===== src/rtl/ssd1306_spi_rx_if.sv =====
// Byte stream from the SPI capture front end to the SSD1306 command/GRAM decoder.
// The capture block drives the master side; the decoder is the slave and drives byte_ready.
interface ssd1306_spi_rx_if;
  logic [7:0] byte_out;
  logic       byte_dc;
  logic       byte_valid;
  logic       byte_ready;

  modport master (output byte_out, byte_dc, byte_valid, input byte_ready);
  modport slave  (input byte_out, byte_dc, byte_valid, output byte_ready);
endinterface


===== src/rtl/ssd1306_spi_rx.sv =====
// SPI (mode 0) snoop for the OLED bus: oversamples the lines, deserializes DC-tagged bytes into a FWFT FIFO.
// Define SSD1306_SPI_RX_STATS_EN to enable the accepted-byte counter rx_count.
module ssd1306_spi_rx #(
  parameter int FIFO_DEPTH  = 16,
  parameter int SYNC_STAGES = 2
) (
  input  logic                        clk,
  input  logic                        rst,
  input  logic                        ss,
  input  logic                        scl,
  input  logic                        mosi,
  input  logic                        dc,
  ssd1306_spi_rx_if.master            rx,
  output logic [$clog2(FIFO_DEPTH):0] fifo_level,
  output logic                        overflow,
  input  logic                        ovf_clr,
  output logic                        frame_err,
  output logic [15:0]                 rx_count
);

  localparam int AW = $clog2(FIFO_DEPTH);
  localparam int LW = AW + 1;

  typedef enum logic {IDLE, SHIFT} state_t;

  logic [SYNC_STAGES-1:0] ss_sync, scl_sync, mosi_sync, dc_sync;
  logic ss_s, scl_s, mosi_s, dc_s;
  logic scl_prev, scl_rise_q, ss_q, mosi_q, dc_q;

  state_t state, state_next;
  logic [6:0] shift_reg, shift_next;
  logic [2:0] bit_cnt, bit_cnt_next;
  logic       frame_err_next;
  logic       push;
  logic [8:0] push_word;

  logic [8:0]    mem [FIFO_DEPTH];
  logic [AW-1:0] wptr, rptr;
  logic          full, pop, push_ok;

  always_ff @(posedge clk or posedge rst) begin
    if (rst) begin
      ss_sync   <= '1;
      scl_sync  <= '0;
      mosi_sync <= '0;
      dc_sync   <= '0;
    end else begin
      ss_sync   <= {ss_sync[SYNC_STAGES-2:0], ss};
      scl_sync  <= {scl_sync[SYNC_STAGES-2:0], scl};
      mosi_sync <= {mosi_sync[SYNC_STAGES-2:0], mosi};
      dc_sync   <= {dc_sync[SYNC_STAGES-2:0], dc};
    end
  end

  assign ss_s   = ss_sync[SYNC_STAGES-1];
  assign scl_s  = scl_sync[SYNC_STAGES-1];
  assign mosi_s = mosi_sync[SYNC_STAGES-1];
  assign dc_s   = dc_sync[SYNC_STAGES-1];

  // Edge detect, with the other synced lines delayed alongside so data, DC and ss stay aligned to the edge.
  always_ff @(posedge clk or posedge rst) begin
    if (rst) begin
      scl_prev   <= 1'b0;
      scl_rise_q <= 1'b0;
      ss_q       <= 1'b1;
      mosi_q     <= 1'b0;
      dc_q       <= 1'b0;
    end else begin
      scl_prev   <= scl_s;
      scl_rise_q <= scl_s & ~scl_prev;
      ss_q       <= ss_s;
      mosi_q     <= mosi_s;
      dc_q       <= dc_s;
    end
  end

  always_ff @(posedge clk or posedge rst) begin
    if (rst) begin
      state     <= IDLE;
      shift_reg <= '0;
      bit_cnt   <= '0;
      frame_err <= 1'b0;
    end else begin
      state     <= state_next;
      shift_reg <= shift_next;
      bit_cnt   <= bit_cnt_next;
      frame_err <= frame_err_next;
    end
  end

  // Only the low seven bits are ever needed: the eighth edge completes the word from mosi directly.
  always_comb begin
    state_next     = state;
    shift_next     = shift_reg;
    bit_cnt_next   = bit_cnt;
    frame_err_next = 1'b0;
    push           = 1'b0;
    push_word      = {dc_q, shift_reg, mosi_q};
    case (state)
      IDLE: begin
        if (!ss_q) state_next = SHIFT;
      end
      SHIFT: begin
        if (ss_q) begin
          state_next   = IDLE;
          bit_cnt_next = '0;
          if (bit_cnt != 3'd0) frame_err_next = 1'b1;
        end else if (scl_rise_q) begin
          shift_next   = {shift_reg[5:0], mosi_q};
          bit_cnt_next = bit_cnt + 3'd1;
          if (bit_cnt == 3'd7) push = 1'b1;
        end
      end
      default: state_next = IDLE;
    endcase
  end

  assign full    = (fifo_level == LW'(FIFO_DEPTH));
  assign pop     = rx.byte_valid & rx.byte_ready;
  assign push_ok = push & (~full | pop);

  always_ff @(posedge clk) begin
    if (push_ok) mem[wptr] <= push_word;
  end

  // Occupancy is kept as its own counter because the pointers alone cannot tell full from empty.
  always_ff @(posedge clk or posedge rst) begin
    if (rst) begin
      wptr       <= '0;
      rptr       <= '0;
      fifo_level <= '0;
    end else begin
      if (push_ok) wptr <= wptr + 1'b1;
      if (pop)     rptr <= rptr + 1'b1;
      case ({push_ok, pop})
        2'b10:   fifo_level <= fifo_level + 1'b1;
        2'b01:   fifo_level <= fifo_level - 1'b1;
        default: fifo_level <= fifo_level;
      endcase
    end
  end

  always_ff @(posedge clk or posedge rst) begin
    if (rst)                 overflow <= 1'b0;
    else if (ovf_clr)        overflow <= 1'b0;
    else if (push & ~push_ok) overflow <= 1'b1;
  end

  assign rx.byte_valid = (fifo_level != '0);
  assign rx.byte_out   = rx.byte_valid ? mem[rptr][7:0] : 8'h00;
  assign rx.byte_dc    = rx.byte_valid ? mem[rptr][8]   : 1'b0;

`ifdef SSD1306_SPI_RX_STATS_EN
  always_ff @(posedge clk or posedge rst) begin
    if (rst)          rx_count <= '0;
    else if (push_ok) rx_count <= rx_count + 16'd1;
  end
`else
  assign rx_count = '0;
`endif

endmodule


===== src/flat_wrapper.sv =====
// flat-port wrapper written by rule: the top's interface ports become plain ports
module ssd1306_spi_rx_flat 
#(
  parameter int FIFO_DEPTH  = 16,
  parameter int SYNC_STAGES = 2
)
  (clk, rst, ss, scl, mosi, dc, fifo_level, overflow, ovf_clr, frame_err, rx_count, rx_byte_out, rx_byte_dc, rx_byte_valid, rx_byte_ready);
  ssd1306_spi_rx_if rx_i ();
  input  logic clk;
  input  logic rst;
  input  logic ss;
  input  logic scl;
  input  logic mosi;
  input  logic dc;
  output logic [$clog2(FIFO_DEPTH):0] fifo_level;
  output logic overflow;
  input  logic ovf_clr;
  output logic frame_err;
  output logic [15:0] rx_count;
  output wire logic [$bits(rx_i.byte_out)-1:0] rx_byte_out;
  output wire logic [$bits(rx_i.byte_dc)-1:0] rx_byte_dc;
  output wire logic [$bits(rx_i.byte_valid)-1:0] rx_byte_valid;
  input wire logic [$bits(rx_i.byte_ready)-1:0] rx_byte_ready;
  assign rx_byte_out = rx_i.byte_out;
  assign rx_byte_dc = rx_i.byte_dc;
  assign rx_byte_valid = rx_i.byte_valid;
  assign rx_i.byte_ready = rx_byte_ready;
  ssd1306_spi_rx #(.FIFO_DEPTH(FIFO_DEPTH), .SYNC_STAGES(SYNC_STAGES)) u_core (.clk(clk), .rst(rst), .ss(ss), .scl(scl), .mosi(mosi), .dc(dc), .rx(rx_i), .fifo_level(fifo_level), .overflow(overflow), .ovf_clr(ovf_clr), .frame_err(frame_err), .rx_count(rx_count));
endmodule

===== config.mk =====
export PLATFORM = sky130hd
export DESIGN_NAME = ssd1306_spi_rx_flat
export DESIGN_NICKNAME = d
export VERILOG_FILES = /design/src/rtl/ssd1306_spi_rx_if.sv /design/src/rtl/ssd1306_spi_rx.sv /design/src/flat_wrapper.sv
export SDC_FILE = /design/constraint.sdc
export NUM_CORES = 1
export LEC_CHECK = 0
export CELL_PAD_IN_SITES_DETAIL_PLACEMENT = 0
export CELL_PAD_IN_SITES_GLOBAL_PLACEMENT = 1
export CORE_MARGIN = 2
export CORE_UTILIZATION = 54
export CTS_BUF_LIST = sky130_fd_sc_hd__clkbuf_4 sky130_fd_sc_hd__clkbuf_8
export DETAILED_ROUTE_END_ITERATION = 8
export GPL_TIMING_DRIVEN = 0
export PLACE_DENSITY = 0.85
export SYNTH_ARGS = -nofsm -noshare
export SYNTH_HDL_FRONTEND = slang
export SYNTH_SLANG_ARGS = --single-unit
export TNS_END_PERCENT = 1

===== constraint.sdc =====
create_clock -name clk -period 3.6 [get_ports clk]
set_input_delay 0.72 -clock clk [delete_from_list [all_inputs] [get_ports clk]]
set_output_delay 0.72 -clock clk [all_outputs]
set_load 0.02 [all_outputs]

After elaboration in Yosys (flattened, before gate mapping):

Memories as Yosys holds them, arrays and structs flattened.
Index checks and enable logic that the tools add are counted.
Widths: inputs -> output; s select.

* bits in registers: 39
* memory bits (writable): 144
* input port bits: 8
* output and inout port bits: 33
* logic and storage cells: 60
* memories: 1

Memories
* u_core.mem: words 16, bits a word 9, read ports 1, clocked after memory_dff 0, write ports 1, RTL line ssd1306_spi_rx.sv:37 `logic [8:0] mem [FIFO_DEPTH];`

* add/subtract/negate cells: 5
* eq/ne operators: 4
* mux-type cells: 17
* bitwise operators: 9
* reduce and logical (&&, ||, !) cells: 7

Operators with widths (number)
* $mux 1: 13
* $pmux 5 s2: 1
* $add 4x1->4 const B: 2
* $mux 8: 1
* $mux 3: 2
* $reduce_bool 2->1: 3
* $add 5x1->5 const B: 1
* $eq 5x5->1 const B: 1
* $reduce_bool 5->1: 1
* $sub 5x1->5 const B: 1
* $and 1x1->1: 4
* $not 1->1: 4
* $add 3x1->3 const B: 1
* $eq 3x3->1 const B: 1
* $reduce_and 3->1: 1
* $reduce_bool 3->1: 1
* $eq 2x1->1 const B: 1
* $eq 2x2->1 const B: 1
* $reduce_and 2->1: 1
* $or 1x1->1: 1

Depth between registers and ports, before layout:

* depth after elaboration: 10
* depth in mapped cells: 11
* depth with buffers taken out: 10

Least setup slack after synthesis:

OpenSTA, ideal clock, no wires.

* kind: register -> register
* start point: reg u_core.bit_cnt[0]
* end point: reg u_core.fifo_level[2]
* data arrival time: 2.414 ns
* data required time: 3.477 ns
* setup slack: 1.064 ns
* cell stages (with the launch flop): 11
* cells stage by stage: dfrtp_1 > ha_1 > ha_1 > and4b_1 > clkbuf_1 > a211oi_2 > xor2_1 > ha_1 > or3_1 > o22a_1 > xnor2_1

* cells in the longest elaborated chain, start to end: 8
* elaborated cells between the ends (all ways): 10

Ends and longest elaborated chain
* start, declared: RTL line ssd1306_spi_rx.sv:32 `logic [2:0] bit_cnt, bit_cnt_next;`
* start signal, assigned: RTL line ssd1306_spi_rx.sv:86 `bit_cnt <= bit_cnt_next;`
* $eq 3x3->1 *: RTL line ssd1306_spi_rx.sv:111 `if (bit_cnt == 3'd7) push = 1'b1;`
* $mux 1 *: RTL line ssd1306_spi_rx.sv:111
* $mux 1 *: RTL line ssd1306_spi_rx.sv:108 `end else if (scl_rise_q) begin`
* $mux 1 *: RTL line ssd1306_spi_rx.sv:104 `if (ss_q) begin`
* $mux 1 *: RTL line ssd1306_spi_rx.sv:99 `case (state)`
* $and 1x1->1 *: RTL line ssd1306_spi_rx.sv:120 `assign push_ok = push & (~full | pop);`
* $eq 2x1->1 or $eq 2x2->1 (tied branches): RTL line ssd1306_spi_rx.sv:135 `case ({push_ok, pop})`
* $pmux 5 s2 or $reduce_bool 2->1 (tied branches)
* end signal, assigned: RTL line ssd1306_spi_rx.sv:136 `2'b10: fifo_level <= fifo_level + 1'b1;`
* end signal, assigned: RTL line ssd1306_spi_rx.sv:137 `2'b01: fifo_level <= fifo_level - 1'b1;`
* end signal, assigned: RTL line ssd1306_spi_rx.sv:138 `default: fifo_level <= fifo_level;`
* end, declared: RTL line ssd1306_spi_rx.sv:14 `output logic [$clog2(FIFO_DEPTH):0] fifo_level,`

Mark *: on every way between the ends. The rest lies on a longest branch, timed or not.
A chain may end at the register's enable or synchronous reset.

Final worst setup path:

* start point: reg u_core.rptr[1]
* end point: out rx_byte_out[1]

* cells in the longest elaborated chain, start to end: 2

Ends and longest elaborated chain
* start, declared: RTL line ssd1306_spi_rx.sv:38 `logic [AW-1:0] wptr, rptr;`
* start signal, assigned: RTL line ssd1306_spi_rx.sv:134 `if (pop) rptr <= rptr + 1'b1;`
* $mem_v2 16x9
* $mux 8: RTL line ssd1306_spi_rx.sv:150 `assign rx.byte_out = rx.byte_valid ? mem[rptr][7:0] : 8'h00;`
* end, declared: RTL line flat_wrapper.sv:20 `output wire logic [$bits(rx_i.byte_out)-1:0] rx_byte_out;`

Every way passes these cells.

==> impl_metrics.yaml <==
status:
  status: "completed"
setup_path:
  cp-start-kind: "flop"
  slowest_stage: "clkdlybuf4s50_1"
  path_cells: "clkbuf_1 -> mux4_2 -> mux2i_1 -> o22ai_1 -> clkdlybuf4s50_1"
  r2r_cells: 11
  cp_data_required_time_ns: 2.88
  end_kind: "output port"
  critPathMaxFanout: 10
  max_stage_delay_ns: 0.56
  critPathKind: "reg -> out"
  cp.arrival_ns: 2.74
cts:
  path_clk_slew_ns: 0.09
  root_buffer: "clkbuf_8"
  cts_tree: "yes"
  htree_levels: 4
  cts_buffer_depth: 2
  postCtsHoldBufs: 0
  cts_setup_buffers: 0
  cts_buffers: 17
  worstSkewPairLatency_ns: 0.45
  clock_sinks: 183
synthesis:
  yosys-top-cells-count: "edfxtp_1 (144), dfrtp_1 (36), mux4_2 (36), mux2i_1 (19), buf_4 (17)"
  yosys.area.top_type: "edfxtp_1"
  synth_warnings: 0
  synth_ff_type: "edfxtp_1"
  syn_area_per_cell_sq_um: 19.0
  synth_most_common_cell: "edfxtp_1"
  syn-cell-area_sq_um: 7410
  ys_seq_area_frac: 0.716
  synth-edff-count: 144
  syn-instance-count: 390
  synth.distinct_cells: 50
  async_reset_ff_frac: 0.213
  ys_seq_elements: 183
  ys_top_cells_by_area: "edfxtp_1 (58%), dfrtp_1 (12%), mux4_2 (11%)"
  synthDominantCellAreaShare: 0.584
floorplan:
  rows: 42
  core_area_sq_um: 13300
  start_util: 0.557
  die_y_um: 121
  die_area_sq_um: 14700
  io_pins: 41
  die_w_um: 121
sta:
  fin_crit_ns: 3.46
  fmax_ghz: 0.289
  fin_setup_tns_ns: 0
  holdWs_ns: 0.359
  worst_slew_pin_slew_ns: 0.799
  setup_violations: 0
  relSlewSlack: 0.467
  hold_viol_final: 0
  period_share: 0.961
  clock_skew_ns: 0.0110
  rsz0062_at_grt: "false"
  layout_setup_ws_ns: 0.140
  finalMaxSlewViolations: 0
final_layout:
  area_growth_pct: 13.3
  largest_register_ffs: 144
  final_util: 0.631
  insertedDiodeCount: 0
  finalNetCount: 464
  postLayoutCellArea_sq_um: 8390
  drive_gt1_frac: 0.253
  final_cells: 635
placement:
  dp_hpwl_um: 8720
  finalWeightedCongestion: 0.793
  place_area_sq_um: 7910
  io_buffers: 23
  placedCellCount: 604
  dpl_worst_slack_ns: 0.291
pwr:
  finalPower_mw: 5.96
  max-vdd-ir-drop_mv: 0.419
  pwr_density_cell_nw_per_um2: 710
  cellLeakagePower_nw: 3.02
run:
  max-cap-violations: 0
routing:
  ant_nets: 0
  drc: 0
  drt_iter0_markers: 285
  via_per_inst: 5.58
  wl_per_cell_um: 21.3
  wl_um: 13500
  dr.pass1.iters: 4
  route.vias.total: 3546
grt:
  grt.overflow.total: 0
  grt_max_degree: 40
  grt_pass1_vias: 3858
  grt_pass1_wl_um: 21500
  grt_usage: 0.206
  antenna_found_initial: 0
min_path:
  hold_path_depth: 0
  hp-class: "reg -> reg"
==> cells by family after synthesis <==
logic type      after synthesis  synth area share
compound gates               33            0.0313
other cells                   1          0.000506
buf+inv                      44            0.0341
simple gates                 45            0.0382
fa+ha+maj                    10            0.0169
flops                       183             0.716
mux                          65             0.152
xor+xnor                      9            0.0106
==> final cells by class <==
cell class	count	area (sq um)
sequential	183	5300
clock buffer	19	249
clock inverter	13	195
tap	176	220
inverter	10	37.5
buffer	33	240
multi-input combinational	178	1920
fill	922	4900
timing repair buffer	23	229
==> placed cells by master, fill, tap and decap left out, types with 8 or more instances in the layout <==
| cell type | Yosys | layout |
|---|---|---|
| clkdlybuf4s50_1 | 0 | 22 |
| buf_4 | 17 | 16 |
| nand2_1 | 8 | 8 |
| mux4_2 | 36 | 36 |
| conb_1 | 1 | 16 |
| mux2_2 | 8 | 8 |
| inv_1 | 10 | 9 |
| mux2i_1 | 19 | 19 |
| dfrtp_1 | 36 | 36 |
| o22ai_1 | 9 | 9 |
| ha_1 | 10 | 10 |
| clkbuf_8 | 0 | 17 |
| edfxtp_1 | 144 | 144 |
| and2_1 | 12 | 12 |
==> worst paths after layout <==
path                                        start                   end  slack, ns
max in group asynchronous                     rst   u_core.shift_reg[4]       2.35
min in group asynchronous                     rst     u_core.scl_rise_q       0.74
worst min register to register  u_core.dc_sync[1]           u_core.dc_q       0.36
worst min-delay path            u_core.dc_sync[1]           u_core.dc_q       0.36
worst max-delay path               u_core.rptr[1]        rx_byte_out[1]       0.14
worst max register to register  u_core.bit_cnt[0]  u_core.fifo_level[4]       0.71
==> critical path: cells and delay by family (launching register included) <==
family	cells	cell delay [ns]
mux	2	0.68
compound gates	1	0.14
buf+inv	2	1.11
flops	1	0.37
==> timing repair <==
action	4_1_cts	5_1_grt
resized for setup	10	2
pin swaps	0	0
endpoints found under the setup margin	9	8
==> where the power goes <==
part           leakage [nW]  total, mW  internal [mW]  switching (mW)
logic                 0.992       1.83          0.903           0.924
clock network         0.220       1.49          0.782           0.710
registers              1.81       2.64           2.45           0.188
total                  3.02       5.96           4.14            1.82
==> routing by layer <==
metal / share of wire / track usage / vias up
met4: 0.0095 / 0.0763 / 0
met2: 0.51 / 0.335 / 121
met3: 0.052 / 0.0498 / 8
met5: 0 / 0 / -
met1: 0.43 / 0.273 / 1797
li1: - / - / 1620
(Power assumes the default switching activity.)
